`src/rtl/serial_sched.sv`:
```
// Serial datapath scheduler: round-robin arbitration between two requesters,
// then sequences the load/add/multiply phases that drive the bit-serial enables.
module serial_sched #(
    parameter int WIDTH = 8,
    parameter int ALIGN = 4
) (
    input  logic                     i_clk,
    input  logic                     i_rst,
    input  logic [1:0]               i_req,
    input  logic [1:0]               i_op0,
    input  logic [1:0]               i_op1,
    output logic [1:0]               o_gnt,
    output logic [1:0]               o_done,
    output logic                     o_busy,
    output logic [$clog2(WIDTH)-1:0] o_bit,
    output logic                     o_mux,
    output logic                     o_muxalu,
    output logic                     o_gpr_shift,
    output logic                     o_gpr_write,
    output logic                     o_acc_shift,
    output logic                     o_acc_write
);

    localparam int BW = $clog2(WIDTH);
    localparam logic [BW-1:0] LAST_W = BW'(WIDTH - 1);
    localparam logic [BW-1:0] LAST_A = BW'(ALIGN - 1);

    typedef enum logic [2:0] {IDLE, LOAD, ADD, MREAD, MALIGN, MMUL, RSVD} state_t;

    state_t        state_q, state_d;
    logic [1:0]    gnt_q, gnt_d;
    logic          last_q, last_d;
    logic [BW-1:0] cnt_q, cnt_d;
    logic          phase_last;
    logic          pick;
    logic [1:0]    sel_op;

    assign phase_last = (state_q == RSVD) ||
                        ((state_q == MALIGN) ? (cnt_q == LAST_A) : (cnt_q == LAST_W));

    // last_q holds the most recently served requester; resetting it to 1 favours requester 0
    always_ff @(posedge i_clk) begin
        if (i_rst) begin
            state_q <= IDLE;
            gnt_q   <= 2'b00;
            last_q  <= 1'b1;
            cnt_q   <= '0;
        end else begin
            state_q <= state_d;
            gnt_q   <= gnt_d;
            last_q  <= last_d;
            cnt_q   <= cnt_d;
        end
    end

    always_comb begin
        state_d = state_q;
        gnt_d   = gnt_q;
        last_d  = last_q;
        cnt_d   = cnt_q + BW'(1);
        pick    = (i_req == 2'b11) ? ~last_q : i_req[1];
        sel_op  = pick ? i_op1 : i_op0;
        case (state_q)
            IDLE: begin
                cnt_d = '0;
                if (i_req != 2'b00) begin
                    gnt_d  = pick ? 2'b10 : 2'b01;
                    last_d = pick;
                    case (sel_op)
                        2'b00:   state_d = LOAD;
                        2'b01:   state_d = ADD;
                        2'b10:   state_d = MREAD;
                        default: state_d = RSVD;
                    endcase
                end
            end
            MREAD: begin
                if (phase_last) begin
                    state_d = MALIGN;
                    cnt_d   = '0;
                end
            end
            MALIGN: begin
                if (phase_last) begin
                    state_d = MMUL;
                    cnt_d   = '0;
                end
            end
            default: begin
                if (phase_last) begin
                    state_d = IDLE;
                    gnt_d   = 2'b00;
                    cnt_d   = '0;
                end
            end
        endcase
    end

    // Enables depend only on registered state and counter, never on i_req
    always_comb begin
        o_mux       = 1'b0;
        o_muxalu    = 1'b0;
        o_gpr_shift = 1'b0;
        o_gpr_write = 1'b0;
        o_acc_shift = 1'b0;
        o_acc_write = 1'b0;
        o_done      = 2'b00;
        case (state_q)
            LOAD: begin
                o_mux       = 1'b1;
                o_gpr_shift = 1'b1;
                o_gpr_write = 1'b1;
            end
            ADD: begin
                o_gpr_shift = 1'b1;
                o_gpr_write = 1'b1;
                o_acc_shift = 1'b1;
            end
            MREAD: begin
                o_muxalu    = 1'b1;
                o_gpr_shift = 1'b1;
                o_gpr_write = 1'b1;
                o_acc_shift = 1'b1;
                o_acc_write = 1'b1;
            end
            MALIGN: o_acc_shift = 1'b1;
            MMUL: begin
                o_gpr_shift = 1'b1;
                o_gpr_write = 1'b1;
                o_acc_shift = 1'b1;
                o_acc_write = 1'b1;
            end
            default: ;
        endcase
        if (phase_last && (state_q inside {LOAD, ADD, MMUL, RSVD}))
            o_done = gnt_q;
    end

    assign o_gnt  = gnt_q;
    assign o_busy = |gnt_q;
    assign o_bit  = cnt_q;

endmodule

```
`config.mk`:
```
export PLATFORM = sky130hd
export DESIGN_NAME = serial_sched
export DESIGN_NICKNAME = d
export VERILOG_FILES = /design/src/rtl/serial_sched.sv
export SDC_FILE = /design/constraint.sdc
export NUM_CORES = 1
export LEC_CHECK = 0
export BUFFER_PORTS_ARGS = -buffer_cell sky130_fd_sc_hd__buf_2
export CORE_ASPECT_RATIO = 0.8
export CORE_MARGIN = 1
export CORE_UTILIZATION = 25
export CTS_CLUSTER_SIZE = 12
export DETAILED_ROUTE_END_ITERATION = 10
export PLACE_DENSITY_LB_ADDON = 0.3
export SYNTH_ARGS = -nofsm -noshare
export SYNTH_HDL_FRONTEND = slang
export SYNTH_SLANG_ARGS = --single-unit
```
`constraint.sdc`:
```
create_clock -name i_clk -period 1.2 [get_ports i_clk]
set_clock_uncertainty 0.1 [all_clocks]
set_input_delay 0.12 -clock i_clk [delete_from_list [all_inputs] [get_ports i_clk]]
set_output_delay 0.12 -clock i_clk [all_outputs]
set_load 0.02 [all_outputs]
```
==> impl_metrics.ini <==
[critical_path]
critPathBufInv = 1
crit_family = flip-flops
crit_path_top_delay_cell = dfxtp_4
cp.required_ns = 0.98
slowest_delay_ns = 0.36
worstPathArrival_ns = 1.41
crit_fanout = 4
cp-end-kind = primary output
cp_cell_sequence = ha_4 -> nand2_4 -> a211oi_2 -> o21bai_4 -> and2_4 -> buf_6
path_class = reg2out
cp-start-kind = flip-flop

[route]
drc = 1
vias = 759
drtAntennaViolNets = 0
dr.pass1.iters = 7
routed_wl_um = 2090
drt_iter0_drc = 18
routedWlPerCell_um = 14.0
viasPerCell = 5.06

[cts]
cts_max_path_buffers = 2
path_clk_slew_ns = 0.07
clock_sinks = 9
cts_tree = done
htree_levels = 1
clock-root-buffer = clkbuf_4
clock_latency_ns = 0.27
cts_made_buffers = 3

[sta]
min_period_ns = 1.63
slew-limit-headroom = 0.786
rsz0062_at_grt = yes
tns_ns = -3.59
finalSetupViolations = 17
fmax_ghz = 0.612
finalCritPeriodShare = 1.36
layout_setup_ws_ns = -0.433
drv_slew = 0
worstMarginPinSlew_ns = 0.318
final_hold_viol_count = 0

[floorplan]
die-area_um2 = 2650
coreArea_um2 = 2230
rows = 15
die_width_um = 57.3
dieHeight_um = 46.2
io_pins = 22
initial_core_util = 0.273

[pwr]
seqPwrFrac = 0.186
power_per_cell_area_nw_per_um2 = 2540
power.switching_w = 0.00131
p_sw_frac = 0.411
comb_power_share = 0.734
pwr-share-clk = 0.080
ir_drop_uv = 1290
internal_power_w = 0.00188
p_leak_nw = 0.580

[run]
maxCapViolations = 0

[final_layout]
syn_to_final_growth_pct = 106
nets = 135
drive_gt1_frac = 0.752
fin_cells = 150
antenna_cells = 0

[yosys]
syn_avg_cell_area_um2 = 8.48
synth-warning-count = 0
ys.flop_type = dfxtp_1
yosysSeqAreaShare = 0.295
synth_edf_count = 0
synth_nets = 81
async_reset_ff_frac = 0
synthCells = 72
netlist_area_um2 = 611
synth_seq_cells = 9
synthDistinctLibCells = 36

[grt]
grt-ovfl-total = 0
grt_pass1_wl_um = 3040
grt_pass1_vias = 693
track_usage = 0.157
grt_start_max_net_pins = 8
antenna_found_initial = 0

[placed_design]
gp_congestion = 0.798
numPortBuffers = 21
placed_cells = 131
dp_hpwl_um = 1350

[min_path]
min_path_type = in2reg

[status]
status = finished with violations
failed_checks = design-rule violations, negative setup slack
through the flow:
stage                     hold WS (ns)  utilization  total power [W]  worst slack, ns  instance area, um2
after floorplan                 0.0891            -          0.00151           -0.107                 653
after global placement           0.284        0.392          0.00192           -0.187                 876
final                           0.0622        0.564          0.00319           -0.433                1260
after detailed placement         0.286        0.392          0.00194           -0.248                 876
after global routing            0.0810        0.564          0.00337           -0.496                1260
after CTS                       0.0581        0.522          0.00284           -0.434                1170
worst register-to-register path, delay by kind of cell, from the launching register on:
family / cells / cell delay, ns
AOI/OAI and AO/OA: 2 / 0.45
adders and majority gates: 1 / 0.17
buffers and inverters: 1 / 0.13
DFF: 1 / 0.35
and+or+nand+nor: 1 / 0.18
Yosys cell counts (2+ instances only):
cell type | instances | area share
dfxtp_1 | 9 | 0.30
nand2_1 | 6 | 0.037
nor2_1 | 5 | 0.031
a21oi_1 | 4 | 0.033
nand2b_1 | 4 | 0.041
nand3_1 | 4 | 0.033
o21ai_0 | 4 | 0.033
and2_1 | 3 | 0.031
inv_1 | 3 | 0.018
a21bo_2 | 2 | 0.033
buf_4 | 2 | 0.025
or2_2 | 2 | 0.020
cell usage in the layout (no fill, tap or decap), drive strengths merged, types with 3 or more instances in the layout:
master / n
dfxtp: 9
inv: 4
a21oi: 4
buf: 50
nor2: 5
nand3: 4
or2: 3
nand2b: 4
dlygate4sd3: 3
and2: 3
o21ai: 5
clkbuf: 4
nand2: 6
final cells by class:
cell class                      instances  area [um2]
Fill cell                             199         975
Multi-Input combinational cell         55         524
Timing Repair Buffer                   53         454
Sequential cell                         9         203
Tap cell                               25        31.3
Clock buffer                            4        26.3
Inverter                                4        20.0
path summary, 6_finish.rpt:
| check | startpoint | end | slack [ns] | cells after the start |
|---|---|---|---|---|
| worst max register to register | o_bit[1] | state_q[2] | -0.26 | 5 |
| worst min register to register | o_gnt[0] | o_gnt[0] | 0.42 | 2 |
| worst min-delay path | i_rst | state_q[2] | 0.06 | 3 |
| worst max-delay path | o_bit[0] | o_done[0] | -0.43 | 6 |
repair_timing:
action,CTS,global route
buffers inserted,13,3
endpoints found under the setup margin,18,18
hold buffers,3,0
gates resized for setup,49,21
pin swaps,14,8
endpoints found under the hold margin,2,0
kinds of logic after synthesis:
kind of cell / after synthesis / synth area share
simple gates: 29 / 0.271
compound gates: 24 / 0.307
flops: 9 / 0.295
buf+inv: 8 / 0.0922
xor+xnor: 1 / 0.0143
fa+ha+maj: 1 / 0.0205
flip-flops by register name, summed over array words and instances (netlist names):
| signal | cells |
|---|---|
| last_q | 1 |
| o_bit | 3 |
| o_gnt | 2 |
| state_q | 3 |
metal layers:
| metal | track usage | share of wire | vias up |
|---|---|---|---|
| li1 | - | - | 368 |
| met5 | 0 | 0 | - |
| met1 | 0.191 | 0.43 | 367 |
| met4 | 0.0585 | 0.0086 | 0 |
| met3 | 0.0253 | 0.034 | 2 |
| met2 | 0.285 | 0.53 | 22 |
power by group through the flow:
| stage | clock, W | combinational, W | sequential (W) |
|---|---|---|---|
| final | 0.000255 | 0.00235 | 0.000593 |
| after global routing | 0.000267 | 0.00250 | 0.000610 |
| after CTS | 0.000258 | 0.00202 | 0.000565 |
| after detailed placement | 0 | 0.00139 | 0.000549 |
| after global placement | 0 | 0.00137 | 0.000546 |
| after floorplan | 0 | 0.000958 | 0.000549 |
(Power assumes the default switching activity.)
